===== config.mk =====
export PLATFORM = sky130hd
export DESIGN_NAME = muldiv_hilo_ctrl_flat
export DESIGN_NICKNAME = d
export VERILOG_FILES = /design/src/rtl/muldiv_hilo_ctrl_if.sv /design/src/rtl/muldiv_hilo_ctrl.sv /design/src/flat_wrapper.sv
export SDC_FILE = /design/constraint.sdc
export NUM_CORES = 1
export LEC_CHECK = 0
export ABC_AREA = 0
export CAP_MARGIN = 40
export CELL_PAD_IN_SITES_DETAIL_PLACEMENT = 0
export CELL_PAD_IN_SITES_GLOBAL_PLACEMENT = 1
export CORE_MARGIN = 1
export CORE_UTILIZATION = 30
export CTS_CLUSTER_DIAMETER = 80
export CTS_CLUSTER_SIZE = 25
export DETAILED_ROUTE_END_ITERATION = 8
export GPL_TIMING_DRIVEN = 0
export PLACE_DENSITY_LB_ADDON = 0.08
export SLEW_MARGIN = 10
export SYNTH_ARGS = -nofsm -noshare
export SYNTH_HDL_FRONTEND = slang
export SYNTH_SLANG_ARGS = --single-unit

===== constraint.sdc =====
create_clock -name clk -period 4.82 [get_ports clk]
set_clock_uncertainty 0.15 [all_clocks]
set_input_delay 0.723 -clock clk [delete_from_list [all_inputs] [get_ports clk]]
set_output_delay 0.723 -clock clk [all_outputs]
set_load 0.01 [all_outputs]

===== src/rtl/muldiv_hilo_ctrl_if.sv =====
// Decode-side handshake and HI/LO control bundle for muldiv_hilo_ctrl.
// The master modport is the decode/pipeline side; the slave modport is the controller.
interface muldiv_hilo_ctrl_if;
  logic       op_valid;
  logic [2:0] op;
  logic       divisor_zero;
  logic       div_done;
  logic       flush;
  logic       stall;
  logic       busy;
  logic       mult_start;
  logic       div_start;
  logic       md_signed;
  logic       hi_write;
  logic       lo_write;
  logic [1:0] hi_select;
  logic [1:0] lo_select;
  logic       div0_flag;

  modport master (
    output op_valid, op, divisor_zero, div_done, flush,
    input  stall, busy, mult_start, div_start, md_signed,
           hi_write, lo_write, hi_select, lo_select, div0_flag
  );

  modport slave (
    input  op_valid, op, divisor_zero, div_done, flush,
    output stall, busy, mult_start, div_start, md_signed,
           hi_write, lo_write, hi_select, lo_select, div0_flag
  );
endinterface


===== src/rtl/muldiv_hilo_ctrl.sv =====
// HI/LO sequencing controller: launches mul/div, drives HI/LO write controls, stalls on hazards.
// Optional macro MULDIV_DIV0_TRAP_EN: trap divide-by-zero in the accept cycle instead of launching.
module muldiv_hilo_ctrl #(
  parameter int unsigned MULT_LAT = 4
) (
  input  logic               clk,
  input  logic               rst,
  muldiv_hilo_ctrl_if.slave  bus
);

  localparam int unsigned CNT_W = 4;
  localparam int unsigned SEL_W = 2;

  localparam logic [2:0] OP_MTHI  = 3'b010;
  localparam logic [2:0] OP_MTLO  = 3'b011;
  localparam logic [2:0] OP_MULT  = 3'b100;
  localparam logic [2:0] OP_MULTU = 3'b101;
  localparam logic [2:0] OP_DIV   = 3'b110;
  localparam logic [2:0] OP_DIVU  = 3'b111;

  localparam logic [SEL_W-1:0] SEL_HOLD = 2'b00;
  localparam logic [SEL_W-1:0] SEL_REG  = 2'b01;
  localparam logic [SEL_W-1:0] SEL_DIV  = 2'b10;
  localparam logic [SEL_W-1:0] SEL_MUL  = 2'b11;

  typedef enum logic [1:0] {
    S_IDLE = 2'd0,
    S_MUL  = 2'd1,
    S_DIV  = 2'd2
  } state_t;

  state_t           state_q, state_d;
  logic [CNT_W-1:0] cnt_q, cnt_d;

  logic             stall_c;
  logic             busy_c;
  logic             mult_start_c;
  logic             div_start_c;
  logic             md_signed_c;
  logic             hi_write_c;
  logic             lo_write_c;
  logic [SEL_W-1:0] hi_select_c;
  logic [SEL_W-1:0] lo_select_c;
  logic             div0_flag_c;

`ifndef MULDIV_DIV0_TRAP_EN
  logic unused_divisor_zero;
  assign unused_divisor_zero = bus.divisor_zero;
`endif

  // State and latency counter
  always_ff @(posedge clk) begin
    if (rst) begin
      state_q <= S_IDLE;
      cnt_q   <= '0;
    end else begin
      state_q <= state_d;
      cnt_q   <= cnt_d;
    end
  end

  // Next state and combinational outputs; everything held at 0 while in reset
  always_comb begin
    state_d      = state_q;
    cnt_d        = cnt_q;
    stall_c      = 1'b0;
    busy_c       = 1'b0;
    mult_start_c = 1'b0;
    div_start_c  = 1'b0;
    md_signed_c  = 1'b0;
    hi_write_c   = 1'b0;
    lo_write_c   = 1'b0;
    hi_select_c  = SEL_HOLD;
    lo_select_c  = SEL_HOLD;
    div0_flag_c  = 1'b0;

    if (!rst) begin
      busy_c  = (state_q != S_IDLE);
      stall_c = bus.op_valid && busy_c;

      case (state_q)
        S_IDLE: begin
          // A flush in the same cycle kills the presented op
          if (bus.op_valid && !bus.flush) begin
            case (bus.op)
              OP_MTHI: begin
                hi_write_c  = 1'b1;
                hi_select_c = SEL_REG;
              end
              OP_MTLO: begin
                lo_write_c  = 1'b1;
                lo_select_c = SEL_REG;
              end
              OP_MULT, OP_MULTU: begin
                mult_start_c = 1'b1;
                md_signed_c  = !bus.op[0];
                cnt_d        = CNT_W'(MULT_LAT);
                state_d      = S_MUL;
              end
              OP_DIV, OP_DIVU: begin
`ifdef MULDIV_DIV0_TRAP_EN
                if (bus.divisor_zero) begin
                  div0_flag_c = 1'b1;
                end else begin
                  div_start_c = 1'b1;
                  md_signed_c = !bus.op[0];
                  state_d     = S_DIV;
                end
`else
                div_start_c = 1'b1;
                md_signed_c = !bus.op[0];
                state_d     = S_DIV;
`endif
              end
              default: ;
            endcase
          end
        end

        S_MUL: begin
          cnt_d = cnt_q - CNT_W'(1);
          if (bus.flush) begin
            cnt_d   = '0;
            state_d = S_IDLE;
          end else if (cnt_q == CNT_W'(1)) begin
            hi_write_c  = 1'b1;
            lo_write_c  = 1'b1;
            hi_select_c = SEL_MUL;
            lo_select_c = SEL_MUL;
            cnt_d       = '0;
            state_d     = S_IDLE;
          end
        end

        S_DIV: begin
          if (bus.flush) begin
            state_d = S_IDLE;
          end else if (bus.div_done) begin
            hi_write_c  = 1'b1;
            lo_write_c  = 1'b1;
            hi_select_c = SEL_DIV;
            lo_select_c = SEL_DIV;
            state_d     = S_IDLE;
          end
        end

        default: begin
          cnt_d   = '0;
          state_d = S_IDLE;
        end
      endcase
    end
  end

  assign bus.stall      = stall_c;
  assign bus.busy       = busy_c;
  assign bus.mult_start = mult_start_c;
  assign bus.div_start  = div_start_c;
  assign bus.md_signed  = md_signed_c;
  assign bus.hi_write   = hi_write_c;
  assign bus.lo_write   = lo_write_c;
  assign bus.hi_select  = hi_select_c;
  assign bus.lo_select  = lo_select_c;
  assign bus.div0_flag  = div0_flag_c;

endmodule


===== src/flat_wrapper.sv =====
// flat-port wrapper written by rule: the top's interface ports become plain ports
module muldiv_hilo_ctrl_flat 
#(
  parameter int unsigned MULT_LAT = 4
)
  (clk, rst, bus_op_valid, bus_op, bus_divisor_zero, bus_div_done, bus_flush, bus_stall, bus_busy, bus_mult_start, bus_div_start, bus_md_signed, bus_hi_write, bus_lo_write, bus_hi_select, bus_lo_select, bus_div0_flag);
  muldiv_hilo_ctrl_if bus_i ();
  input  logic clk;
  input  logic rst;
  input wire logic [$bits(bus_i.op_valid)-1:0] bus_op_valid;
  input wire logic [$bits(bus_i.op)-1:0] bus_op;
  input wire logic [$bits(bus_i.divisor_zero)-1:0] bus_divisor_zero;
  input wire logic [$bits(bus_i.div_done)-1:0] bus_div_done;
  input wire logic [$bits(bus_i.flush)-1:0] bus_flush;
  output wire logic [$bits(bus_i.stall)-1:0] bus_stall;
  output wire logic [$bits(bus_i.busy)-1:0] bus_busy;
  output wire logic [$bits(bus_i.mult_start)-1:0] bus_mult_start;
  output wire logic [$bits(bus_i.div_start)-1:0] bus_div_start;
  output wire logic [$bits(bus_i.md_signed)-1:0] bus_md_signed;
  output wire logic [$bits(bus_i.hi_write)-1:0] bus_hi_write;
  output wire logic [$bits(bus_i.lo_write)-1:0] bus_lo_write;
  output wire logic [$bits(bus_i.hi_select)-1:0] bus_hi_select;
  output wire logic [$bits(bus_i.lo_select)-1:0] bus_lo_select;
  output wire logic [$bits(bus_i.div0_flag)-1:0] bus_div0_flag;
  assign bus_i.op_valid = bus_op_valid;
  assign bus_i.op = bus_op;
  assign bus_i.divisor_zero = bus_divisor_zero;
  assign bus_i.div_done = bus_div_done;
  assign bus_i.flush = bus_flush;
  assign bus_stall = bus_i.stall;
  assign bus_busy = bus_i.busy;
  assign bus_mult_start = bus_i.mult_start;
  assign bus_div_start = bus_i.div_start;
  assign bus_md_signed = bus_i.md_signed;
  assign bus_hi_write = bus_i.hi_write;
  assign bus_lo_write = bus_i.lo_write;
  assign bus_hi_select = bus_i.hi_select;
  assign bus_lo_select = bus_i.lo_select;
  assign bus_div0_flag = bus_i.div0_flag;
  muldiv_hilo_ctrl #(.MULT_LAT(MULT_LAT)) u_core (.clk(clk), .rst(rst), .bus(bus_i));
endmodule

==> flow_summary.json <==
{
  "nets": 96,
  "maxSlewHeadroom": 0.634,
  "post_cts_buffers": 0,
  "leakage_nw": 0.279,
  "ys_types": 38,
  "grt_overflow_total": 0,
  "ir_drop_mv": 0.149,
  "syn_inst": 64,
  "powerDensity_nw_per_um2": 173,
  "clk-insertion-delay-late_ns": 0.25,
  "syn_area_sq_um": 508,
  "drt_pass1_iterations": 4,
  "whs_ns": 0.335,
  "cp-end-kind": "output pin",
  "ys.flop_type": "dfxtp_1",
  "num_rows": 14,
  "layout_min_cycle_time_ns": 3.24,
  "worst_slew_pin_slew_ns": 0.549,
  "ys_seq_area_frac": 0.236,
  "ctsResizeCount": 0,
  "cts_sinks": 6,
  "syn_area_per_cell_sq_um": 7.94,
  "rsz0062_at_grt": "no",
  "grt_pass1_vias": 453,
  "final.setup.tns_ns": 0,
  "status": "completed",
  "cts_inserted_buffers": 3,
  "maxCapViolations": 0,
  "via_per_inst": 5.29,
  "path_clk_slew_ns": 0.04,
  "holdCritPathClass": "register to register",
  "num_vias": 524,
  "synth_top_area_share": 0.236,
  "cts_hold_buf": 0,
  "grt_usage": 0.140,
  "ys_warn_count": 0,
  "gp_congestion": 0.751,
  "die-area_sq_um": 1860,
  "arrival_ns": 2.37,
  "slew_violations": 0,
  "port_buffers": 16,
  "drt_iter0_drc": 9,
  "synth.area.top_cells": "dfxtp_1, nor2_1, ha_1",
  "area_growth_pct": 39.9,
  "ant_nets": 0,
  "worstSetupPathType": "register to output pin",
  "synth_edf_count": 0,
  "htree_levels": 1,
  "crit_path_start_kind": "register",
  "synth_nets": 75,
  "antenna_found_initial": 0,
  "cts_tree": "built",
  "grt_max_degree": 11,
  "synthArstFlopShare": 0,
  "crit_fanout": 5,
  "die_h_microns": 43.2,
  "routed_wl_microns": 1190,
  "fp.coreArea_sq_um": 1540,
  "dieWidth_microns": 43.2,
  "synth_top_cell_by_area": "dfxtp_1",
  "cts-root-buf": "clkbuf_4",
  "n_antenna_cell": 0,
  "worst_slack_ns": 1.58,
  "ys_seq_elements": 6,
  "initial_core_util": 0.330,
  "required_ns": 3.95,
  "dp_worst_setup_slack_ns": 1.61,
  "ios": 21,
  "setup_viol_count_final": 0,
  "avgRoutedWirePerCell_microns": 12.1,
  "clock.fmax_ghz": 0.309,
  "hold_viol_final": 0,
  "fillers": 177,
  "grt_pass1_wl_microns": 1900,
  "dp.final_hpwl_microns": 927,
  "clockBufferDepth": 2,
  "drc": 0,
  "finalCritPeriodShare": 0.672,
  "drive_above_1_share": 0.145
}
## cell type report
cell class	count	area [sq um]	share of cell area
Inverter	2	7.51	0.0106
Buffer	6	38.8	0.0546
Multi-Input combinational cell	50	342	0.481
Sequential cell	6	120	0.169
Tap cell	16	20.0	0.0282
Clock buffer	3	22.5	0.0317
Timing Repair Buffer	16	160	0.225
## cells in the mapped netlist (all sizes together) (2+ instances only)
| cell type | number |
|---|---|
| and2 | 2 |
| and3 | 2 |
| buf | 4 |
| clkbuf | 2 |
| dfxtp | 6 |
| ha | 2 |
| inv | 2 |
| nand2 | 4 |
| nand2b | 2 |
| nand3 | 2 |
| nor2 | 7 |
| nor3 | 2 |
| nor4 | 3 |
| o31ai | 2 |
| or3 | 2 |
## flip-flops by register name, indices dropped and copies added (netlist names)
register and cells:
u_core.cnt_q 4, u_core.state_q 2
## through the flow
step	instances	util	cell area, sq um	power (mW)
after floorplan	64	-	508	0.0665
after global placement	96	0.446	688	0.0771
after detailed placement	96	0.446	688	0.0771
after CTS	99	0.461	711	0.126
final	99	0.461	711	0.123
after global routing	99	0.461	711	0.133
## worst max-delay path, cell delays in order, from the launching register on
cell,delay (ns)
dfxtp_1,0.39
ha_1,0.23
nor3b_1,0.49
a21oi_1,0.19
nor2_1,0.18
buf_4,0.13
clkdlybuf4s50_1,0.52
## cells in the final DEF (no fill, tap or decap), types with 3 or more instances in the layout
master	n
nor2_1	7
dfxtp_1	6
nand2_1	4
clkbuf_4	3
clkdlybuf4s50_1	16
## cell families (layout without fill, tap and decap cells)
kind of cell,Yosys count,count (layout),share of synthesized area
AOI/OAI and AO/OA,11,11,0.160
adders and majority gates,2,2,0.0493
buffers and inverters,8,27,0.0911
DFF,6,6,0.236
muxes,1,1,0.0222
other,1,1,0.00738
and+or+nand+nor,35,35,0.434
## worst paths after layout
| path | start | to | slack [ns] | cells after the start |
|---|---|---|---|---|
| setup / recovery | u_core.cnt_q[0] | bus_lo_select[1] | 1.58 | 6 |
| setup reg to reg | u_core.cnt_q[0] | u_core.cnt_q[0] | 3.19 | 4 |
| hold reg to reg | u_core.cnt_q[1] | u_core.cnt_q[1] | 0.33 | 1 |
| hold / removal | u_core.cnt_q[1] | u_core.cnt_q[1] | 0.33 | 1 |
## power breakdown
group / leakage (nW) / switching [mW] / internal, mW / total (mW)
Clock: 0.0138 / 0.0187 / 0.0282 / 0.0469
Sequential: 0.0486 / 0.00103 / 0.0510 / 0.0520
Combinational: 0.216 / 0.0117 / 0.0126 / 0.0243
Total: 0.279 / 0.0314 / 0.0918 / 0.123
## per-layer routing
metal / vias up / global-route usage / part of all wire
met2: 11 / 0.203 / 0.46
met3: 2 / 0.0638 / 0.036
li1: 267 / - / -
met1: 244 / 0.172 / 0.49
met5: - / 0 / 0
met4: 0 / 0.0727 / 0.014
Note: power is estimated with default switching activity, not from simulation.
